<file path="config.mk">
export PLATFORM = sky130hd
export DESIGN_NAME = tp2_top
export DESIGN_NICKNAME = d
export VERILOG_FILES = /design/src/rtl/tp2_pkg.sv /design/src/rtl/tp2_uart.sv /design/src/rtl/tp2_top.sv
export SDC_FILE = /design/constraint.sdc
export NUM_CORES = 1
export LEC_CHECK = 0
export CAP_MARGIN = 10
export CORE_MARGIN = 3
export CORE_UTILIZATION = 60
export DETAILED_ROUTE_END_ITERATION = 10
export GPL_TIMING_DRIVEN = 0
export PLACE_DENSITY = 0.77
export RECOVER_POWER = 25
export SYNTH_ARGS = -nofsm -noshare
export SYNTH_HDL_FRONTEND = slang
export SYNTH_HIERARCHICAL = 1
export SYNTH_SLANG_ARGS = --single-unit
</file>
<file path="constraint.sdc">
create_clock -name CLK100MHZ -period 3.55 [get_ports CLK100MHZ]
set_clock_uncertainty 0.15 [all_clocks]
set_input_delay 0.8875 -clock CLK100MHZ [delete_from_list [all_inputs] [get_ports CLK100MHZ]]
set_output_delay 0.8875 -clock CLK100MHZ [all_outputs]
set_load 0.005 [all_outputs]
</file>
<file path="src/rtl/tp2_pkg.sv">
// -----------------------------------------------------------------------------
// tp2_pkg
// Shared definitions for the ALU-over-UART block:
//   - command bytes recognised by the command FSM
//   - ALU opcodes (MIPS funct-style encoding)
//   - bit positions inside the flags byte {4'b0, N, V, C, Z}
//   - command-FSM state type
//   - baud divisor helper used by the UART
// -----------------------------------------------------------------------------
`timescale 1ns/1ps

package tp2_pkg;

    // Command bytes
    localparam logic [7:0] CMD_CONFIG  = 8'hCD;
    localparam logic [7:0] CMD_DISPLAY = 8'hD1;

    // ALU opcodes
    localparam logic [7:0] OP_SRL = 8'h02;
    localparam logic [7:0] OP_SRA = 8'h03;
    localparam logic [7:0] OP_ADD = 8'h20;
    localparam logic [7:0] OP_SUB = 8'h22;
    localparam logic [7:0] OP_AND = 8'h24;
    localparam logic [7:0] OP_OR  = 8'h25;
    localparam logic [7:0] OP_XOR = 8'h26;
    localparam logic [7:0] OP_NOR = 8'h27;

    // Flag bit positions in the flags byte
    localparam int FLAG_Z = 0;
    localparam int FLAG_C = 1;
    localparam int FLAG_V = 2;
    localparam int FLAG_N = 3;

    typedef enum logic [2:0] {
        ST_IDLE,
        ST_GET_A,
        ST_GET_B,
        ST_GET_OP,
        ST_SEND_RES,
        ST_SEND_FLAGS
    } cmd_state_t;

    // Clocks per oversample tick, truncated.
    function automatic int baud_divisor(input int clk_hz, input int baud, input int os);
        return clk_hz / (baud * os);
    endfunction

endpackage

</file>
<file path="src/rtl/tp2_uart.sv">
// -----------------------------------------------------------------------------
// tp2_uart
// 8N1 UART: free-running oversample tick generator, receiver and transmitter.
//
// Ports:
//   clk          in   system clock, rising edge
//   rst_n        in   asynchronous active-low reset (already release-synchronised)
//   i_rx         in   serial input, idle high
//   o_rx_data    out  received byte, valid while o_rx_valid is high
//   o_rx_valid   out  one-cycle pulse for each byte with a good stop bit
//   i_tx_data    in   byte to transmit, sampled when i_tx_start is accepted
//   i_tx_start   in   request to send i_tx_data (accepted only when idle)
//   o_tx_busy    out  high from the load request until the end of the stop bit
//   o_tx         out  serial output, idle high
// -----------------------------------------------------------------------------
`timescale 1ns/1ps

module tp2_uart
    import tp2_pkg::*;
#(
    parameter int CLK_FREQ   = 100_000_000,
    parameter int BAUD_RATE  = 9600,
    parameter int OVERSAMPLE = 16
) (
    input  logic       clk,
    input  logic       rst_n,
    input  logic       i_rx,
    output logic [7:0] o_rx_data,
    output logic       o_rx_valid,
    input  logic [7:0] i_tx_data,
    input  logic       i_tx_start,
    output logic       o_tx_busy,
    output logic       o_tx
);

    localparam int DIVISOR = baud_divisor(CLK_FREQ, BAUD_RATE, OVERSAMPLE);
    localparam int DIV_W   = (DIVISOR > 1) ? $clog2(DIVISOR) : 1;
    localparam int OS_W    = $clog2(OVERSAMPLE);

    localparam logic [DIV_W-1:0] DIV_LAST = DIV_W'(DIVISOR - 1);
    localparam logic [OS_W-1:0]  OS_LAST  = OS_W'(OVERSAMPLE - 1);
    localparam logic [OS_W-1:0]  OS_HALF  = OS_W'(OVERSAMPLE / 2 - 1);

    typedef enum logic [1:0] {
        RX_IDLE,
        RX_START,
        RX_DATA,
        RX_STOP
    } rx_state_t;

    // ------------------------------------------------------------------
    // Oversample tick generator
    // ------------------------------------------------------------------
    logic [DIV_W-1:0] r_baud_cnt;
    logic             r_tick;

    // NOTE: sequential state is written with <= so every register in the
    // design samples the values present before the clock edge.
    always_ff @(posedge clk or negedge rst_n) begin
        if (!rst_n) begin
            r_baud_cnt <= '0;
            r_tick     <= 1'b0;
        end else if (r_baud_cnt == DIV_LAST) begin
            r_baud_cnt <= '0;
            r_tick     <= 1'b1;
        end else begin
            r_baud_cnt <= r_baud_cnt + DIV_W'(1);
            r_tick     <= 1'b0;
        end
    end

    // ------------------------------------------------------------------
    // Receiver
    // ------------------------------------------------------------------
    logic [1:0]      r_rx_sync;
    logic            r_rx_prev;
    rx_state_t       r_rx_state;
    logic [OS_W-1:0] r_rx_tick_cnt;
    logic [2:0]      r_rx_bit_idx;
    logic [7:0]      r_rx_shift;
    logic            r_rx_valid;
    logic            w_rx;
    logic            w_rx_fall;

    // Reset to the idle level so leaving reset never looks like a start bit.
    always_ff @(posedge clk or negedge rst_n) begin
        if (!rst_n) begin
            r_rx_sync <= 2'b11;
            r_rx_prev <= 1'b1;
        end else begin
            r_rx_sync <= {r_rx_sync[0], i_rx};
            r_rx_prev <= r_rx_sync[1];
        end
    end

    assign w_rx      = r_rx_sync[1];
    assign w_rx_fall = r_rx_prev & ~w_rx;

    always_ff @(posedge clk or negedge rst_n) begin
        if (!rst_n) begin
            r_rx_state    <= RX_IDLE;
            r_rx_tick_cnt <= '0;
            r_rx_bit_idx  <= '0;
            r_rx_shift    <= '0;
            r_rx_valid    <= 1'b0;
        end else begin
            r_rx_valid <= 1'b0;
            case (r_rx_state)
                RX_IDLE: begin
                    if (w_rx_fall) begin
                        r_rx_state    <= RX_START;
                        r_rx_tick_cnt <= '0;
                    end
                end
                RX_START: begin
                    if (r_tick) begin
                        if (r_rx_tick_cnt == OS_HALF) begin
                            // Mid start bit: a high line here was only a glitch.
                            r_rx_state    <= w_rx ? RX_IDLE : RX_DATA;
                            r_rx_tick_cnt <= '0;
                            r_rx_bit_idx  <= '0;
                        end else begin
                            r_rx_tick_cnt <= r_rx_tick_cnt + OS_W'(1);
                        end
                    end
                end
                RX_DATA: begin
                    if (r_tick) begin
                        if (r_rx_tick_cnt == OS_LAST) begin
                            r_rx_tick_cnt <= '0;
                            r_rx_shift    <= {w_rx, r_rx_shift[7:1]};
                            if (r_rx_bit_idx == 3'd7) begin
                                r_rx_state <= RX_STOP;
                            end else begin
                                r_rx_bit_idx <= r_rx_bit_idx + 3'd1;
                            end
                        end else begin
                            r_rx_tick_cnt <= r_rx_tick_cnt + OS_W'(1);
                        end
                    end
                end
                RX_STOP: begin
                    if (r_tick) begin
                        if (r_rx_tick_cnt == OS_LAST) begin
                            // Low stop bit is a framing error: byte is dropped.
                            r_rx_valid <= w_rx;
                            r_rx_state <= RX_IDLE;
                        end else begin
                            r_rx_tick_cnt <= r_rx_tick_cnt + OS_W'(1);
                        end
                    end
                end
                default: r_rx_state <= RX_IDLE;
            endcase
        end
    end

    assign o_rx_data  = r_rx_shift;
    assign o_rx_valid = r_rx_valid;

    // ------------------------------------------------------------------
    // Transmitter
    // r_tx_bit_cnt counts bits already completed: 0 = start bit on the
    // line, 1..8 = data bit (cnt-1), 9 = stop bit.
    // ------------------------------------------------------------------
    logic            r_tx_busy;
    logic            r_tx_out;
    logic [7:0]      r_tx_shift;
    logic [3:0]      r_tx_bit_cnt;
    logic [OS_W-1:0] r_tx_tick_cnt;

    always_ff @(posedge clk or negedge rst_n) begin
        if (!rst_n) begin
            r_tx_busy     <= 1'b0;
            r_tx_out      <= 1'b1;
            r_tx_shift    <= '0;
            r_tx_bit_cnt  <= '0;
            r_tx_tick_cnt <= '0;
        end else if (!r_tx_busy) begin
            if (i_tx_start) begin
                r_tx_busy     <= 1'b1;
                r_tx_out      <= 1'b0;
                r_tx_shift    <= i_tx_data;
                r_tx_bit_cnt  <= '0;
                r_tx_tick_cnt <= '0;
            end
        end else if (r_tick) begin
            if (r_tx_tick_cnt == OS_LAST) begin
                r_tx_tick_cnt <= '0;
                if (r_tx_bit_cnt == 4'd9) begin
                    r_tx_busy <= 1'b0;
                end else begin
                    r_tx_bit_cnt <= r_tx_bit_cnt + 4'd1;
                    if (r_tx_bit_cnt == 4'd8) begin
                        r_tx_out <= 1'b1;
                    end else begin
                        r_tx_out   <= r_tx_shift[0];
                        r_tx_shift <= {1'b0, r_tx_shift[7:1]};
                    end
                end
            end else begin
                r_tx_tick_cnt <= r_tx_tick_cnt + OS_W'(1);
            end
        end
    end

    // Busy covers the request cycle too, so a requester never sees a gap
    // between issuing tx_start and the transmitter registering it.
    assign o_tx_busy = r_tx_busy | i_tx_start;
    assign o_tx      = r_tx_out;

endmodule

</file>
<file path="src/rtl/tp2_top.sv">
// -----------------------------------------------------------------------------
// tp2_top
// Board-level top of the ALU-over-UART block. A command FSM parses bytes from
// the UART: CONFIG (0xCD) loads A, B and an opcode and registers the ALU
// result and flags; DISPLAY (0xD1) sends the result byte then the flags byte.
// The last result is shown on LEDS.
//
// Ports:
//   CLK100MHZ   in   system clock, rising edge
//   BTN_CENTER  in   reset, asynchronous active-low
//   RX_IN       in   UART serial input, idle high
//   TX_OUT      out  UART serial output, idle high
//   LEDS        out  last ALU result
// -----------------------------------------------------------------------------
`timescale 1ns/1ps

module tp2_top
    import tp2_pkg::*;
#(
    parameter int CLK_FREQ   = 100_000_000,
    parameter int BAUD_RATE  = 9600,
    parameter int OVERSAMPLE = 16
) (
    input  logic       CLK100MHZ,
    input  logic       BTN_CENTER,
    input  logic       RX_IN,
    output logic       TX_OUT,
    output logic [7:0] LEDS
);

    // ------------------------------------------------------------------
    // Reset: asserts asynchronously, releases on a clock edge.
    // ------------------------------------------------------------------
    logic [1:0] r_rst_sync;
    logic       w_rst_n;

    always_ff @(posedge CLK100MHZ or negedge BTN_CENTER) begin
        if (!BTN_CENTER) begin
            r_rst_sync <= 2'b00;
        end else begin
            r_rst_sync <= {r_rst_sync[0], 1'b1};
        end
    end

    assign w_rst_n = r_rst_sync[1];

    // ------------------------------------------------------------------
    // UART
    // ------------------------------------------------------------------
    logic [7:0] w_rx_data;
    logic       w_rx_valid;
    logic       w_tx_busy;
    logic       w_tx;
    logic [7:0] r_tx_data;
    logic       r_tx_start;

    tp2_uart #(
        .CLK_FREQ   (CLK_FREQ),
        .BAUD_RATE  (BAUD_RATE),
        .OVERSAMPLE (OVERSAMPLE)
    ) u_uart (
        .clk        (CLK100MHZ),
        .rst_n      (w_rst_n),
        .i_rx       (RX_IN),
        .o_rx_data  (w_rx_data),
        .o_rx_valid (w_rx_valid),
        .i_tx_data  (r_tx_data),
        .i_tx_start (r_tx_start),
        .o_tx_busy  (w_tx_busy),
        .o_tx       (w_tx)
    );

    // ------------------------------------------------------------------
    // ALU
    // ------------------------------------------------------------------
    cmd_state_t r_state;
    logic [7:0] r_a;
    logic [7:0] r_b;
    logic [7:0] r_op;
    logic [7:0] r_result;
    logic [7:0] r_flags;
    logic       r_issued;

    logic [7:0] w_alu_op;
    logic [8:0] w_sum;
    logic [8:0] w_diff;
    logic [7:0] w_alu_result;
    logic [7:0] w_alu_flags;
    logic       w_carry;
    logic       w_ovf;
    logic       w_op_known;

    // The opcode byte arriving in GET_OP is evaluated directly so result and
    // flags can be registered in the same cycle it is received.
    assign w_alu_op = (r_state == ST_GET_OP) ? w_rx_data : r_op;

    // Bit 8 of the 9-bit sum is the carry; of the difference, the borrow (A<B).
    assign w_sum  = {1'b0, r_a} + {1'b0, r_b};
    assign w_diff = {1'b0, r_a} - {1'b0, r_b};

    // NOTE: every output of this block is assigned a default first, so no
    // path through the case leaves a value unassigned and no latch is inferred.
    always_comb begin
        w_alu_result = 8'h00;
        w_carry      = 1'b0;
        w_ovf        = 1'b0;
        w_op_known   = 1'b1;
        case (w_alu_op)
            OP_ADD: begin
                w_alu_result = w_sum[7:0];
                w_carry      = w_sum[8];
                w_ovf        = (r_a[7] == r_b[7]) && (w_sum[7] != r_a[7]);
            end
            OP_SUB: begin
                w_alu_result = w_diff[7:0];
                w_carry      = w_diff[8];
                w_ovf        = (r_a[7] != r_b[7]) && (w_diff[7] != r_a[7]);
            end
            OP_AND: w_alu_result = r_a & r_b;
            OP_OR:  w_alu_result = r_a | r_b;
            OP_XOR: w_alu_result = r_a ^ r_b;
            OP_NOR: w_alu_result = ~(r_a | r_b);
            OP_SRL: w_alu_result = r_a >> r_b[2:0];
            OP_SRA: w_alu_result = 8'($signed(r_a) >>> r_b[2:0]);
            default: w_op_known = 1'b0;
        endcase

        // An undefined opcode reports all-zero flags, Z included.
        w_alu_flags = 8'h00;
        if (w_op_known) begin
            w_alu_flags[FLAG_Z] = (w_alu_result == 8'h00);
            w_alu_flags[FLAG_C] = w_carry;
            w_alu_flags[FLAG_V] = w_ovf;
            w_alu_flags[FLAG_N] = w_alu_result[7];
        end
    end

    // ------------------------------------------------------------------
    // Command FSM
    // In the SEND_* states r_issued separates "request not yet made" from
    // "waiting for the transmitter to finish the byte".
    // ------------------------------------------------------------------
    always_ff @(posedge CLK100MHZ or negedge w_rst_n) begin
        if (!w_rst_n) begin
            r_state    <= ST_IDLE;
            r_a        <= 8'h00;
            r_b        <= 8'h00;
            r_op       <= 8'h00;
            r_result   <= 8'h00;
            r_flags    <= 8'h00;
            r_issued   <= 1'b0;
            r_tx_start <= 1'b0;
            r_tx_data  <= 8'h00;
        end else begin
            r_tx_start <= 1'b0;
            case (r_state)
                ST_IDLE: begin
                    if (w_rx_valid) begin
                        if (w_rx_data == CMD_CONFIG) begin
                            r_state <= ST_GET_A;
                        end else if (w_rx_data == CMD_DISPLAY) begin
                            r_state  <= ST_SEND_RES;
                            r_issued <= 1'b0;
                        end
                    end
                end
                ST_GET_A: begin
                    if (w_rx_valid) begin
                        r_a     <= w_rx_data;
                        r_state <= ST_GET_B;
                    end
                end
                ST_GET_B: begin
                    if (w_rx_valid) begin
                        r_b     <= w_rx_data;
                        r_state <= ST_GET_OP;
                    end
                end
                ST_GET_OP: begin
                    if (w_rx_valid) begin
                        r_op     <= w_rx_data;
                        r_result <= w_alu_result;
                        r_flags  <= w_alu_flags;
                        r_state  <= ST_IDLE;
                    end
                end
                ST_SEND_RES: begin
                    if (!r_issued) begin
                        if (!w_tx_busy) begin
                            r_tx_start <= 1'b1;
                            r_tx_data  <= r_result;
                            r_issued   <= 1'b1;
                        end
                    end else if (!w_tx_busy) begin
                        r_state  <= ST_SEND_FLAGS;
                        r_issued <= 1'b0;
                    end
                end
                ST_SEND_FLAGS: begin
                    if (!r_issued) begin
                        if (!w_tx_busy) begin
                            r_tx_start <= 1'b1;
                            r_tx_data  <= r_flags;
                            r_issued   <= 1'b1;
                        end
                    end else if (!w_tx_busy) begin
                        r_state  <= ST_IDLE;
                        r_issued <= 1'b0;
                    end
                end
                default: r_state <= ST_IDLE;
            endcase
        end
    end

    assign TX_OUT = w_tx;
    assign LEDS   = r_result;

endmodule

</file>
==> out/qor.csv <==
stage;metric;value;unit
routing;vias;5292;
critical_path;regToRegEndpoint;r_flags[0]$_DFFE_PN0P_;
finish;layout_common_cells;94 x dfrtp_1, 62 x nand2_1, 48 x nor2_1;
global_route;grt_usage;28.60;%
timing;fmax;292.4;MHz
synth;syn_area;6376;sq um
placed_design;io_buffers;11;
power;total_power;1.943;mW
timing;fin_crit_sh;96.34;%
finish;synthToLayoutAreaGrowth;8.065;%
flow_run;maxCapViolations;1;
power;power.density;282.0;nW/um^2
clocking;hold_buffers;0;
global_route;first_global_vias;5053;
critical_path;timing.rr.start;r_b[1]$_DFFE_PN0P_;
critical_path;crit_fanout;10;
finish;drive_gt1_share;12.84;%
timing;setup_violations;0;
synth;ys.flop_type;dfrtp_1;
clocking;clock_sinks;100;
min_path;min-delay-start;r_rst_sync[0]$_DFF_PN0_;
routing;drt-initial-drc-count;580;
clocking;cts.clk_slew.worst_paths;120;ps
floorplan;io_pins;12;
critical_path;path_class;reg -> reg;
timing;setup-tns-final;0;ps
min_path;hold_class;reg -> reg;
clocking;cts-buffers-inserted;9;
timing;worst_slew_pin_slew;1538;ps
timing;rsz0062_at_grt;false;
finish;final_util;66.74;%
synth;synth_cells;672;
critical_path;end_kind;flip-flop;
outcome;status;finished, violations left;
synth;ys_types;78;
floorplan;start_util;61.76;%
finish;nFillCells;849;
floorplan;rows;37;
synth;ys_ff_latch;100;
synth;ys_seq_area_share;39.32;%
critical_path;cp-start-kind;flip-flop;
power;switchingPower;512.6;uW
critical_path;rr_worst_depth;11;
synth;synth_nets;711;
routing;ant_nets;0;
routing;wirelength;16.10;mm
power;ir_worst_vdd;302.9;uV
power;combinationalPowerShare;1.2;%
synth;yosysTopAreaCell;dfrtp_1;
timing;min_period;3420;ps
floorplan;die_area;11900;sq um
power;switching_share;26.38;%
routing;drc_errors;0;
power;pwr-share-clk;39.2;%
placed_design;dpl.hpwl;11.88;mm
min_path;holdPathStages;0;
critical_path;worstPathCellList;clkbuf_2 -> inv_2 -> ha_1 -> o21ba_2 -> or4_1 -> and3b_1 -> a221o_1 -> a222oi_1 -> buf_4 -> nand3_1 -> o31ai_2;
clocking;ctsRootBufferMaster;clkbuf_8;
clocking;cts_tree;built;
timing;relSlewSlack;-2.538;%
global_route;grt_pass1_wl;26.15;mm
finish;final_cells;837;
synth;async_reset_ff_share;100.0;%
floorplan;fp.dieH;109.1;um
synth;synth_top_cell_area_share;37.68;%
outcome;failed_checks;max-capacitance violations, max-slew violations;
critical_path;critPathRequiredTime;3700;ps
global_route;antenna_found_initial;1;
timing;drv_slew;67;
synth;synth_area_leaders;dfrtp_1 38%, ha_1 6.7%, mux2_2 4.4%;
floorplan;die_w;109.1;um
clocking;clock_latency;400;ps
power;p_leak;3.001;nW
clocking;clock_path_buffers;2;
timing;hold_viol_final;0;
critical_path;crit_arrival;3570;ps
synth;synth_edf_count;0;
power;intPower;1.430;mW
critical_path;cp_top_family;compound AO/OA/AOI/OAI gates;
global_route;overflow;0;
placed_design;routabilityCongestion;0.9693;
critical_path;critPathMaxStageDelay;440;ps
clocking;h-tree-depth;3;
routing;first_pass_iters;6;
floorplan;core;10320;sq um
power;seq_power_share;59.6;%
critical_path;crit_buf_inv;3;
global_route;grt_max_degree;67;
finish;n_antenna_cell;0;
routing;vias_per_cell;6.323;
finish;layout_commonest_cell;dfrtp_1;
critical_path;slowest_stage;or4_1;
critical_path;reg2reg_slack;130;ps
synth;ys_warn_count;6;
routing;wl_per_cell;19.23;um
synth;syn_area_per_cell;9.488;sq um
placed_design;dp.cells;820;
finish;nets;735;
min_path;holdPathEnd;r_rst_sync[1]$_DFF_PN0_;
[worst register-to-register path: stages, from the launching register on]
cell	delay (ps)
dfrtp_2	390
clkbuf_2	240
inv_2	120
ha_1	330
o21ba_2	230
or4_1	440
and3b_1	210
a221o_1	350
a222oi_1	310
buf_4	200
nand3_1	100
o31ai_2	260
[sequential cells by signal, indices dropped and copies added (netlist names), 2 cells and up, named ones only]
register and flops:
u_uart/r_tx_shift 8, r_rst_sync 2, r_op 8, u_uart/r_tx_tick_cnt 4, u_uart/r_rx_tick_cnt 4, u_uart/r_tx_bit_cnt 4
u_uart/r_rx_bit_idx 3, u_uart/r_baud_cnt 10, u_uart/r_rx_sync 2, r_flags 3, LEDS 8, u_uart/o_rx_data 8
r_state 3, r_tx_data 8, r_a 8, r_b 8
[repair_timing]
action / 4_1_cts / 5_1_grt
endpoints found under the setup margin: 3 / 2
buffers inserted: 2 / 0
resized for setup: 2 / 7
endpoints found under the hold margin: 0 / 0
pin swaps: 1 / 0
[power groups by stage]
stage / logic (mW) / registers, mW / clock network (mW)
after global routing: 0.0277 / 1.16 / 0.820
after floorplan: 0.00613 / 1.19 / 0
after global placement: 0.00895 / 1.19 / 0
final: 0.0230 / 1.16 / 0.762
after detailed placement: 0.0276 / 1.18 / 0
after CTS: 0.0275 / 1.16 / 0.768
[metrics by stage]
stage | setup slack [ps] | hold slack (ps) | instance area [sq um]
after global routing | 34.68 | 223.4 | 6890
after floorplan | 257.1 | 181.2 | 6376
final | 129.9 | 216.4 | 6890
after global placement | -580.2 | 189.7 | 6656
after CTS | 6.597 | 155.4 | 6905
after detailed placement | -442.3 | 153.5 | 6688
[final cells by class]
type | instances | area [sq um] | share of cell area [%]
Multi-Input combinational cell | 487 | 3513 | 50.99
Sequential cell | 100 | 2510 | 36.43
Buffer | 37 | 182.7 | 2.651
Inverter | 47 | 180.2 | 2.615
Tap cell | 136 | 170.2 | 2.470
Timing Repair Buffer | 14 | 130.1 | 1.889
Clock buffer | 9 | 123.9 | 1.798
Clock inverter | 7 | 80.08 | 1.162
[Yosys cell counts (all sizes together) (6+ instances only)]
master,number
inv,46
dfrtp,96
nand2,62
ha,34
a21o,6
nor2,48
buf,17
nor3,9
a21oi,30
a221o,7
clkbuf,21
o22ai,6
xor2,8
o211ai,9
mux2,27
o21ai,46
nor2b,6
xnor2,17
nand3,22
a31oi,8
and3,7
mux2i,26
nand3b,11
[worst max path at each step]
stage | from | end | cells past startpoint
after CTS | r_b[2]$_DFFE_PN0P_ | r_flags[0]$_DFFE_PN0P_ | 10
final | r_b[1]$_DFFE_PN0P_ | r_flags[0]$_DFFE_PN0P_ | 11
after detailed placement | r_b[1]$_DFFE_PN0P_ | r_flags[0]$_DFFE_PN0P_ | 10
after floorplan | r_b[1]$_DFFE_PN0P_ | r_flags[0]$_DFFE_PN0P_ | 10
after global placement | r_rst_sync[1]$_DFF_PN0_ | r_op[0]$_DFFE_PN0P_ | 0
after global routing | r_b[1]$_DFFE_PN0P_ | r_flags[0]$_DFFE_PN0P_ | 11
[logic make-up after synthesis]
| group | Yosys count | synth area share, % |
|---|---|---|
| other | 1 | 0.05881 |
| xor gates and xnor gates | 25 | 3.434 |
| AOI/OAI and AO/OA | 169 | 19.05 |
| adders and majority gates | 36 | 7.300 |
| muxes | 53 | 8.909 |
| DFF | 100 | 39.32 |
| and+or+nand+nor | 203 | 16.27 |
| buffers and inverters | 85 | 5.651 |
[routing by layer]
layer / GRT usage [%] / vias up / share of wire, %
met4: 10.73 / 2 / 2.2
met2: 42.63 / 207 / 45
li1: - / 2473 / -
met5: 0 / - / 0.043
met1: 40.57 / 2575 / 45
met3: 6.631 / 35 / 7.5
Note: power is estimated with default switching activity, not from simulation.
==> edit 1: new RTL, config.mk and constraints unchanged <==
`OVERSAMPLE` is set to 16 in 2 places; all go to 8.
--- a/src/rtl/tp2_uart.sv
+++ b/src/rtl/tp2_uart.sv
@@ -20,7 +20,7 @@
 #(
     parameter int CLK_FREQ   = 100_000_000,
     parameter int BAUD_RATE  = 9600,
-    parameter int OVERSAMPLE = 16
+    parameter int OVERSAMPLE = 8
 ) (
     input  logic       clk,
     input  logic       rst_n,
--- a/src/rtl/tp2_top.sv
+++ b/src/rtl/tp2_top.sv
@@ -19,7 +19,7 @@
 #(
     parameter int CLK_FREQ   = 100_000_000,
     parameter int BAUD_RATE  = 9600,
-    parameter int OVERSAMPLE = 16
+    parameter int OVERSAMPLE = 8
 ) (
     input  logic       CLK100MHZ,
     input  logic       BTN_CENTER,
Check against the original RTL: no difference found for any inputs over 10 cycles, from zero or initial values; that may be too few to reach the edited logic, so the function may still have changed.
==> edit 1 against the unedited design <==
- the run still ends with max-capacitance violations, max-slew violations left
- wire length up 0.73%
- non-clock buffer count rose by 1
- total power shrank 0.22%
- die area is 0.27% higher
- setup slack worse by 0.019 ns
- critical endpoint unchanged
- highest routed layer is now met4
- largest power group unchanged
- synthesized area rose by 0.27%
- hold slack lost 0.0055 ns
- maximum frequency decreased by 0.55%
- sequential cell count shrank 1
- cell area increased by 0.60%
- via count increased by 1.2%
==> edit 1: results (changes against the unedited design) <==
INFO  metric outcome = finished with violations
INFO  metric failed_checks = max-capacitance violations, max-slew violations
INFO  metric drt_pre_antenna_iters = 7 (+1)
INFO  metric fin_cells = 850 (+1.6%)
INFO  metric htree_num_levels = 3 (unchanged)
INFO  metric worstHoldEndpoint = r_rst_sync[1]
INFO  metric timing.critical_path.arrival = 3.59 ns (+0.02 ns)
INFO  metric nets = 754 (+2.6%)
INFO  metric ys_top_cells_by_area = dfrtp_1 (37%), ha_1 (7.8%), mux2_2 (4.9%)
INFO  metric first_pass_grt_wire_length = 26.2 mm (+0.10%)
INFO  metric fillCellCount = 815 (-4.0%)
INFO  metric worstReg2RegStart = r_b[1]
INFO  metric timing.max_cap.violations = 1 (unchanged)
INFO  metric dr.first_iter.drc_count = 499 (-14%)
INFO  metric timing.max_slew.rel_slack = -0.0231 (+0.00225)
INFO  metric synthFlopType = dfrtp_1
INFO  metric post_synthesis_sequential_area_ratio = 0.388 (-0.00499)
INFO  metric async_sr_flop_fraction = 1.00 (unchanged)
INFO  metric clock_pin_transition_on_the_worst_setup_and_hold_timing_paths = 0.10 ns (-0.02 ns)
INFO  metric max-vdd-ir-drop = 0.000311 V (+2.7%)
INFO  metric synth.distinct_cells = 81 (+3.8%)
INFO  metric place_inst = 830 (+1.2%)
INFO  metric drv_slew = 64 (-4.5%)
INFO  metric clock-root-buffer = clkbuf_8
INFO  metric clk-insertion-delay-late = 0.40 ns (about the same)
INFO  metric min_path_cells = 0 (unchanged)
INFO  metric reg2regPathDepth = 11 (unchanged)
INFO  metric globalplace.congestion = 0.940 (-3.1%)
INFO  metric leakage = 3.05 nW (+1.5%)
INFO  metric routed_wirelength = 16.2 mm (+0.73%)
INFO  metric ys.warnings.count = 6 (unchanged)
INFO  metric timing.hold.ws = 0.211 ns (-0.00554 ns)
INFO  metric via_count_of_the_first_global_routing_pass = 5096 (+0.85%)
INFO  metric pre_cts_ws = -0.465 ns (-0.0222 ns)
INFO  metric via_count_normalized_by_instance_count = 6.30 (-0.30%)
INFO  metric post-dp-hpwl = 12.2 mm (+2.3%)
INFO  metric grt_start_max_net_pins = 64 (-4.5%)
INFO  metric drive_gt1_frac = 0.133 (+0.00467)
INFO  metric hold_path.class = flip-flop to flip-flop
INFO  metric antenna_found_initial = 0 (-1)
INFO  metric r2r_slack = 0.11 ns (-0.02 ns)
INFO  metric netlist_instances = 682 (+1.5%)
INFO  metric number_of_diodes = 0 (unchanged)
INFO  metric clockBufferDepth = 2 (unchanged)
INFO  metric largest_reg_flops = 11 (+1)
INFO  metric synth_commonest_cells = dfrtp_1 (95), nand2_1 (75), nor2_1 (57), inv_1 (45), o21ai_0 (44)
INFO  metric placed_cell_areas = 6710 µm² (+0.26%)
INFO  metric cts_buffers = 9 (unchanged)
INFO  metric grt_usage = 0.287 (+0.000971)
INFO  metric postSynthNetCount = 727 (+2.3%)
==> edit 1: changes by cell type after synthesis, moves of 3 or more <==
cell	delta
and3_1	-6
a21oi_1	-6
nor2_1	+9
ha_1	+6
a22o_1	+3
a31oi_1	+5
nand2_1	+13
mux2i_1	-11
o21ai_1	+3
nand4_1	+3
mux2_2	+3
==> edit 1: kinds of logic after synthesis <==
| kind of cell | count (synthesis) | synth area share |
|---|---|---|
| AOI/OAI and AO/OA | 166 | 0.183 |
| xor gates and xnor gates | 26 | 0.0356 |
| adders and majority gates | 42 | 0.0845 |
| buffers and inverters | 83 | 0.0566 |
| DFF | 99 | 0.388 |
| muxes | 46 | 0.0793 |
| other | 1 | 0.000587 |
| and+or+nand+nor | 219 | 0.172 |
==> edit 1: routing by layer <==
layer,share of wire,vias up,global-route usage
met4,0.023,0,0.101
li1,-,2498,-
met5,0,-,0
met1,0.45,2650,0.391
met2,0.47,176,0.464
met3,0.051,34,0.0474
==> edit 1: worst max path at each step <==
stage / end / cells past startpoint / startpoint / slack [ns]
after floorplan: r_flags[0] / 10 / r_b[1] / 0.26
after global placement: r_tx_data[1] / 0 / r_rst_sync[1] / -0.52
after detailed placement: r_flags[0] / 10 / r_b[1] / -0.46
after CTS: r_flags[0] / 11 / r_b[1] / 0.01
after global routing: r_flags[0] / 11 / r_b[1] / 0.001
final: r_flags[0] / 11 / r_b[1] / 0.11
==> edit 1: worst max-delay path, cell delays in order, from the launching register on <==
cell and delay (ns):
dfrtp_2 0.44, clkbuf_4 0.19, inv_1 0.20, ha_1 0.32
o21ba_2 0.24, or4_1 0.45, and3b_1 0.22, a221o_1 0.35
a222oi_1 0.27, buf_4 0.19, nand3_1 0.09, o31ai_2 0.24
==> edit 1: repair_timing <==
| action | in CTS | in global routing |
|---|---|---|
| setup buffers | 1 | 3 |
| pin swaps | 1 | 0 |
| endpoints found under the setup margin | 3 | 2 |
| resized for setup | 3 | 3 |
==> edit 1: area by class of cell <==
type	instances	area [µm²]	share of cell area
repair buffers	17	153	0.0220
flip-flops and latches	99	2480	0.358
clock inverters	7	83.8	0.0121
inverters	47	176	0.0255
plain buffers	35	185	0.0267
clock buffers	9	124	0.0179
well taps	136	170	0.0245
multi-input cells	500	3550	0.513
==> edit 1: report_power, final <==
group | internal, mW | switching (mW)
clock network | 0.338 | 0.430
logic | 0.00753 | 0.0191
registers | 1.13 | 0.0106
